$ cat config.mk
export PLATFORM = sky130hd
export DESIGN_NAME = bound_flasher_monitor
export DESIGN_NICKNAME = d
export VERILOG_FILES = /design/src/rtl/bound_flasher_monitor.sv
export SDC_FILE = /design/constraint.sdc
export NUM_CORES = 1
export LEC_CHECK = 0
export BUFFER_PORTS_ARGS = -buffer_cell sky130_fd_sc_hd__buf_2
export CAP_MARGIN = 10
export CORE_AREA = 8 8 122 102
export DETAILED_ROUTE_END_ITERATION = 12
export DIE_AREA = 0 0 130 110
export MAX_ROUTING_LAYER = met4
export PLACE_DENSITY_LB_ADDON = 0.05
export SLEW_MARGIN = 0
export SYNTH_ARGS = -nofsm -noshare
export SYNTH_HDL_FRONTEND = slang
export SYNTH_SLANG_ARGS = --single-unit
$ cat constraint.sdc
create_clock -name clk -period 3.3 [get_ports clk]
set_input_delay 0.66 -clock clk [delete_from_list [all_inputs] [get_ports clk]]
set_output_delay 0.66 -clock clk [all_outputs]
set_load 0.02 [all_outputs]
$ cat src/rtl/bound_flasher_monitor.sv
// Passive decoder for the bound_flasher LED bus: recovers level, sweep direction,
// turning points, sweep/abort counts and sticky pattern/step errors.
`timescale 1ns/1ps

module bound_flasher_monitor #(
  parameter int unsigned WIDTH       = 16,
  parameter int unsigned IDLE_CYCLES = 4,
  localparam int unsigned LW         = $clog2(WIDTH + 1)
) (
  input  logic             clk,
  input  logic             rst,
  input  logic             clr,
  input  logic [WIDTH-1:0] led,
  output logic [LW-1:0]    level,
  output logic [1:0]       dir,
  output logic [LW-1:0]    peak,
  output logic [LW-1:0]    trough,
  output logic             sweep_done,
  output logic [7:0]       sweep_cnt,
  output logic [7:0]       abort_cnt,
  output logic             err_pattern,
  output logic             err_step
);

  localparam int unsigned XW = LW + 1;
  localparam int unsigned CW = 8;
  localparam int unsigned HW = 8;

  typedef enum logic [1:0] {
    DIR_IDLE = 2'b00,
    DIR_UP   = 2'b01,
    DIR_DOWN = 2'b10
  } dir_t;

  dir_t             state;
  dir_t             state_nxt;
  logic [WIDTH-1:0] led_q;
  logic [LW-1:0]    lit_cnt;
  logic             legal;
  logic             s1_valid;
  logic [LW-1:0]    prv_lvl;
  logic [HW-1:0]    hold_cnt;

  logic [XW-1:0]    cur_x;
  logic [XW-1:0]    prv_x;
  logic             step_up;
  logic             step_down;
  logic             step_hold;
  logic             step_abort;
  logic             hold_done;

  logic [LW-1:0]    peak_nxt;
  logic [LW-1:0]    trough_nxt;
  logic [LW-1:0]    prv_nxt;
  logic [HW-1:0]    hold_nxt;
  logic             done_nxt;
  logic [CW-1:0]    sweep_nxt;
  logic [CW-1:0]    abort_nxt;
  logic             err_step_nxt;

  // S0: raw sample
  always_ff @(posedge clk) begin
    if (rst) led_q <= '0;
    else     led_q <= led;
  end

  // S1 decode: legal iff led_q is a run of ones starting at bit 0
  always_comb begin
    lit_cnt = '0;
    for (int i = 0; i < int'(WIDTH); i++) lit_cnt = lit_cnt + LW'(led_q[i]);
    legal = ((led_q & (led_q + WIDTH'(1))) == '0);
  end

  always_ff @(posedge clk) begin
    if (rst) begin
      level       <= '0;
      s1_valid    <= 1'b0;
      err_pattern <= 1'b0;
    end else begin
      s1_valid <= legal;
      if (legal) level <= lit_cnt;
      if (clr)         err_pattern <= 1'b0;
      else if (!legal) err_pattern <= 1'b1;
    end
  end

  // S2 step classification of level against the previous legal level
  always_comb begin
    cur_x      = {1'b0, level};
    prv_x      = {1'b0, prv_lvl};
    step_up    = (cur_x == prv_x + XW'(1));
    step_down  = (cur_x + XW'(1) == prv_x);
    step_hold  = (level == prv_lvl);
    step_abort = (level == '0) && (prv_lvl >= LW'(2));
    hold_done  = (hold_cnt == HW'(IDLE_CYCLES - 1));
  end

  // Direction state register
  always_ff @(posedge clk) begin
    if (rst) state <= DIR_IDLE;
    else     state <= state_nxt;
  end

  // Direction next-state
  always_comb begin
    state_nxt = state;
    if (s1_valid) begin
      if (step_up)                     state_nxt = DIR_UP;
      else if (step_down)              state_nxt = DIR_DOWN;
      else if (step_abort)             state_nxt = DIR_IDLE;
      else if (step_hold && hold_done) state_nxt = DIR_IDLE;
    end
  end

  // S2 outputs; an illegal step leaves dir, peak and trough untouched
  always_comb begin
    peak_nxt     = peak;
    trough_nxt   = trough;
    prv_nxt      = prv_lvl;
    hold_nxt     = hold_cnt;
    done_nxt     = 1'b0;
    sweep_nxt    = sweep_cnt;
    abort_nxt    = abort_cnt;
    err_step_nxt = err_step;
    if (s1_valid) begin
      prv_nxt  = level;
      hold_nxt = '0;
      if (step_hold) begin
        if (hold_cnt != HW'(IDLE_CYCLES)) hold_nxt = hold_cnt + HW'(1);
        else                              hold_nxt = hold_cnt;
      end
      if (step_up && state == DIR_DOWN) trough_nxt = prv_lvl;
      if (step_down && state == DIR_UP) peak_nxt = prv_lvl;
      if (step_down && level == '0) begin
        done_nxt = 1'b1;
        if (sweep_cnt != '1) sweep_nxt = sweep_cnt + CW'(1);
      end
      if (step_abort && abort_cnt != '1) abort_nxt = abort_cnt + CW'(1);
      if (!step_up && !step_down && !step_hold && !step_abort) err_step_nxt = 1'b1;
    end
    if (clr) begin
      sweep_nxt    = '0;
      abort_nxt    = '0;
      err_step_nxt = 1'b0;
    end
  end

  always_ff @(posedge clk) begin
    if (rst) begin
      peak       <= '0;
      trough     <= '0;
      prv_lvl    <= '0;
      hold_cnt   <= '0;
      sweep_done <= 1'b0;
      sweep_cnt  <= '0;
      abort_cnt  <= '0;
      err_step   <= 1'b0;
    end else begin
      peak       <= peak_nxt;
      trough     <= trough_nxt;
      prv_lvl    <= prv_nxt;
      hold_cnt   <= hold_nxt;
      sweep_done <= done_nxt;
      sweep_cnt  <= sweep_nxt;
      abort_cnt  <= abort_nxt;
      err_step   <= err_step_nxt;
    end
  end

  assign dir = state;

endmodule

Yosys cells after proc, flatten, opt, wreduce, memory -nomap -nowiden
Index checks and enable logic that the tools add are counted.
{ "word_totals": {"mem_bits_ro": 0, "in_bits": 19, "memories": 0, "wordCells": 79, "regBits": 66, "latch_bits": 0, "ramBits": 0, "output_inout_bits": 36} }
{ "op_classes": {"add_sub_neg": 21, "eq_ne": 10, "n_bitwise": 2, "shifts": 0, "reduce_logical": 25, "order_cmp": 1, "n_mul": 0, "div": 0, "muxes": 7} }
{ "op_table": {"columns": ["operator", "count"], "rows": [
  ["5-bit by 1-bit adder with 5-bit output", 11],
  ["8-bit by 1-bit adder with 8-bit output, second input constant", 3],
  ["16-bit by 1-bit adder with 16-bit output, second input constant", 1],
  ["16-bit bitwise AND", 1],
  ["16-bit logical NOT", 1],
  ["8-bit two-way mux", 2],
  ["8-bit inequality test, second input constant", 2],
  ["5-bit by 1-bit adder with 6-bit output, second input constant", 2],
  ["2-bit AND reduction", 6],
  ["1-bit logical AND", 9],
  ["8-bit by 2-bit equality test with 1-bit output, second input constant", 1],
  ["2-bit two-way mux", 4],
  ["8-bit by 3-bit inequality test with 1-bit output, second input constant", 1],
  ["5-bit by 6-bit equality test with 1-bit output", 1],
  ["6-bit by 5-bit equality test with 1-bit output", 1],
  ["4-bit by 1-bit adder with 5-bit output", 1],
  ["5-bit equality test", 1],
  ["5-bit by 2-bit greater-or-equal comparator with 1-bit output, second input constant", 1],
  ["5-bit logical NOT", 1],
  ["3-bit by 1-bit adder with 4-bit output", 1],
  ["1-bit logical NOT", 4],
  ["4-bit nonzero test", 1],
  ["2-bit OR reduction", 2],
  ["2-bit by 1-bit adder with 3-bit output", 1],
  ["other kinds (7)", 7]
]} }

Longest topological paths before layout
{ "depth": {"depth_word": 15, "mapped_depth": 12, "mapped_depth_nobuf": 12} }

Least setup slack after synthesis
Ideal clock, no wire load.
{ "synth_timing": {"path_type": "reg2reg", "startpoint": "reg led_q[0]", "endpoint": "reg level[1]", "synth_period_minus_slack_ns": 3.429, "path_stages_with_launch": 12, "setup_slack_ns": -0.129, "t_arrival_ns": 3.308, "setup_ns": 0.121, "path_cell_list": "dfxtp_1 fa_1 inv_1 fa_1 fa_1 fa_1 inv_1 ha_1 inv_1 fa_1 nor2_1 mux2_2"} }
{ "synth_via": {"elab_chain_cells": 15, "word_cells_on_any_way": 18} }
{ "synth_rtl": {"columns": ["element", "line", "source"], "rows": [
  ["from (decl)", "37", "logic [WIDTH-1:0] led_q;"],
  ["from (signal assigned)", "64", "else led_q <= led;"],
  ["1-bit by 1-bit adder with 2-bit output", "70", "for (int i = 0; i < int'(WIDTH); i++) lit_cnt = lit_cnt + LW'(led_q[i]);"],
  ["2-bit by 1-bit adder with 3-bit output", "70", null],
  ["3-bit by 1-bit adder with 4-bit output", "70", null],
  ["4-bit by 1-bit adder with 5-bit output", "70", null],
  ["5-bit by 1-bit adder with 5-bit output (11 in a row)", "70", null],
  ["to (signal assigned)", "81", "if (legal) level <= lit_cnt;"],
  ["to (decl)", "14", "output logic [LW-1:0] level,"]
]} }
Parallel ways exist; a longest one is shown, timed or not.
A chain may end at the register's enable or synchronous reset.

Worst setup path in the final report
{ "layout_timing": {"startpoint": "reg led_q[9]", "endpoint": "reg level[1]"} }
{ "layout_via": {"elab_chain_cells": 7, "word_cells_on_any_way": 10} }
{ "layout_rtl": {"columns": ["element", "line"], "rows": [
  ["5-bit by 1-bit adder with 5-bit output (7 in a row)", "70"]
]} }
Parallel ways exist; a longest one is shown, timed or not.

==> results.json <==
{
  "die_w_um": 130,
  "syn_area_sq_um": 3570,
  "ios": 55,
  "synth_compound_area_frac": 0.135,
  "synth_flop_cell": "dfxtp_1",
  "globalRouteOverflowTotal": 0,
  "setup_ws_ns": -0.237,
  "dr_wl_met3_um": 328,
  "clkLatencyLatePin_ns": 0.33,
  "ys_seq_area_frac": 0.370,
  "drive_above_1_share": 0.221,
  "fin_crit_sh": 1.07,
  "htreeDepth": 3,
  "power_leakage_nw": 1.80,
  "io_buffers": 54,
  "num_antenna_cells": 0,
  "routed_via_density": 4.86,
  "synth-xor-area-share": 0.0634,
  "gp_congestion": 0.796,
  "clockRootBuffer": "clkbuf_16",
  "wl_per_cell_um": 14.7,
  "endpoint_kind": "flop",
  "fp.dieH_um": 110,
  "post-cts-setup-buffers": 0,
  "p_per_area_nw_per_um2": 472,
  "synth_area_per_cell_sq_um": 8.89,
  "report.final.slew_viol_count": 0,
  "cts_tree": "yes",
  "fmax_ghz": 0.283,
  "ant_nets": 0,
  "synthMuxAreaShare": 0.0424,
  "synth_top_area_frac": 0.370,
  "critical_path.slowest_cell": "fa_1",
  "synth_fa_ha_area_frac": 0.109,
  "crit_required_ns": 3.52,
  "pre_cts_ws_ns": -0.186,
  "fin_crit_ns": 3.54,
  "drt-pass1-iter-count": 4,
  "max_cap_viol_count": 0,
  "tightest_slew_ns": 0.745,
  "cts_buffers": 9,
  "crit_family": "adder cells",
  "fin_cells": 611,
  "yosysTopAreaCell": "dfxtp_1",
  "rows": 34,
  "vias": 2968,
  "coreArea_sq_um": 10500,
  "synth_area_leaders": "dfxtp_1 37%, fa_1 5.6%, ha_1 5.3%",
  "final_nets": 506,
  "synth_edf_count": 0,
  "clk_path_buf_depth": 2,
  "worstSetupPathType": "flop to flop",
  "grt_max_degree": 39,
  "dp_cells": 595,
  "ys_seq_elements": 66,
  "crit_fanout": 2,
  "area_growth_pct": 22.2,
  "path_cells": "fa_1, inv_2, fa_1, fa_2, fa_1, inv_2, ha_4, inv_2, fa_2, nor2_1, mux2_4",
  "syn-num-nets": 446,
  "cts.clk_slew.worst_paths_ns": 0.05,
  "track_usage": 0.138,
  "hold_viol": 0,
  "ir_worst_vdd_mv": 0.334,
  "status": "finished, violations left",
  "critPathArrivalTime_ns": 3.76,
  "ys_warn_count": 0,
  "async_flop_share": 0,
  "cp_num_buf_inv": 3,
  "maxUsedRoutingLayer": "met4",
  "drt-initial-drc-count": 156,
  "clock-skew-final_ns": 0.00435,
  "yosys.area_share.simple": 0.222,
  "met1_length_um": 4480,
  "drc": 0,
  "totalWireLength_um": 8970,
  "slew-limit-headroom": 0.498,
  "cts_sinks": 66,
  "rsz0062_at_grt": "yes",
  "start_kind": "flop",
  "grt_pass1_wl_um": 15000,
  "dpl.hpwl_um": 6720,
  "synth_cells": 402,
  "met2_length_um": 4030,
  "finalSetupViolations": 4,
  "die_area_sq_um": 14300,
  "synth_cell_type_count": 60,
  "start_util": 0.340,
  "grt_pass1_vias": 3068,
  "slowest_delay_ns": 0.55,
  "min_path_type": "flop to flop",
  "antenna_found_initial": 0,
  "violations": "setup timing",
  "synth_top_family_by_area": "simple AND/OR/NAND/NOR gates"
}
-- per-layer routing --
layer | vias up | GRT usage
met5 | - | -
met4 | 0 | 0.0471
li1 | 1524 | -
met2 | 40 | 0.215
met1 | 1393 | 0.167
met3 | 11 | 0.0418
-- final timing paths --
path                    start          end  slack (ns)  cells after the start
setup / recovery     led_q[9]     level[1]       -0.24                     11
setup reg to reg     led_q[9]     level[1]       -0.24                     11
hold / removal    err_pattern  err_pattern        0.45                      2
hold reg to reg   err_pattern  err_pattern        0.45                      2
-- placed cells by master, fill, tap and decap left out, drive strengths merged, types with 3 or more instances in the layout --
| master | n |
|---|---|
| fa | 10 |
| mux2i | 14 |
| xnor2 | 14 |
| buf | 68 |
| or4 | 3 |
| a211oi | 5 |
| xor2 | 11 |
| and3 | 6 |
| nand2 | 34 |
| ha | 15 |
| o41ai | 3 |
| nor2b | 22 |
| clkbuf | 14 |
| a21oi | 14 |
| o21ai | 12 |
| o31ai | 4 |
| nand3 | 19 |
| nor2 | 29 |
| a31oi | 3 |
| o311ai | 4 |
| a211o | 3 |
| nand4 | 11 |
| nor4 | 6 |
| inv | 33 |
| or3 | 7 |
| dfxtp | 66 |
| nor3 | 5 |
-- logic make-up (layout without fill, tap and decap cells) --
| family | Yosys count | in the layout |
|---|---|---|
| AOI/OAI and AO/OA | 67 | 67 |
| xor gates and xnor gates | 25 | 25 |
| DFF | 66 | 66 |
| buffers and inverters | 52 | 117 |
| and+or+nand+nor | 152 | 152 |
| muxes | 15 | 15 |
| adders and majority gates | 25 | 25 |
-- metrics by stage --
stage,hold WS (ns),total power [mW],util,area [sq um],TNS [ns]
floorplan,0.480,1.05,-,3570,-0.0680
global placement,0.448,1.13,0.385,4040,-0.377
detailed placement,0.437,1.14,0.385,4040,-0.579
CTS,0.452,2.06,0.412,4330,-0.620
global route,0.459,2.18,0.416,4370,-1.07
finish,0.449,2.06,0.416,4370,-0.567
-- cell type report --
class / instances / area [sq um]
fill: 1100 / 6140
multi-input combinational: 284 / 2070
sequential: 66 / 1330
timing repair buffer: 68 / 379
clock buffer: 14 / 274
tap: 144 / 180
inverter: 33 / 124
clock inverter: 2 / 10.0
-- power breakdown --
group / total [mW] / switching [mW] / internal [mW]
Sequential: 0.832 / 0.0183 / 0.813
Combinational: 0.328 / 0.166 / 0.162
Clock: 0.902 / 0.335 / 0.567
-- worst min-delay path, delay by kind of cell (launching register included) --
| kind | cells | cell delay, ns |
|---|---|---|
| AOI/OAI and AO/OA | 1 | 0.05 |
| buffers and inverters | 1 | 0.04 |
| DFF | 1 | 0.31 |
-- sequential cells by signal (all words and copies together), names as in the netlist --
register     flops
err_step         1
prv_lvl          5
level            5
abort_cnt        8
s1_valid         1
led_q           16
dir              2
peak             5
trough           5
sweep_cnt        8
err_pattern      1
hold_cnt         8
sweep_done       1
-- repair_timing --
action / in CTS / in global routing
hold buffers: 0 / 0
cloned: 0 / 0
pin swaps: 2 / 5
resized for setup: 2 / 12
endpoints found under the setup margin: 4 / 4
hold endpoints to repair: 0 / 0
-- cell usage after synthesis (3+ instances only) --
cell / instances
dfxtp_1: 66
nor2b_1: 22
nor2_1: 29
inv_1: 33
clkbuf_1: 10
o31ai_1: 4
a211o_1: 3
xor2_1: 10
o41ai_1: 3
a21oi_1: 14
a211oi_1: 5
xnor2_1: 14
and3_1: 6
fa_1: 10
o311ai_0: 3
buf_2: 5
nand2_1: 34
nand4_1: 11
nor3_1: 5
nor4_1: 6
nand3_1: 19
or3_1: 7
o21ai_0: 12
mux2i_1: 14
ha_1: 15
No activity file was read; power rests on OpenSTA's default activity.
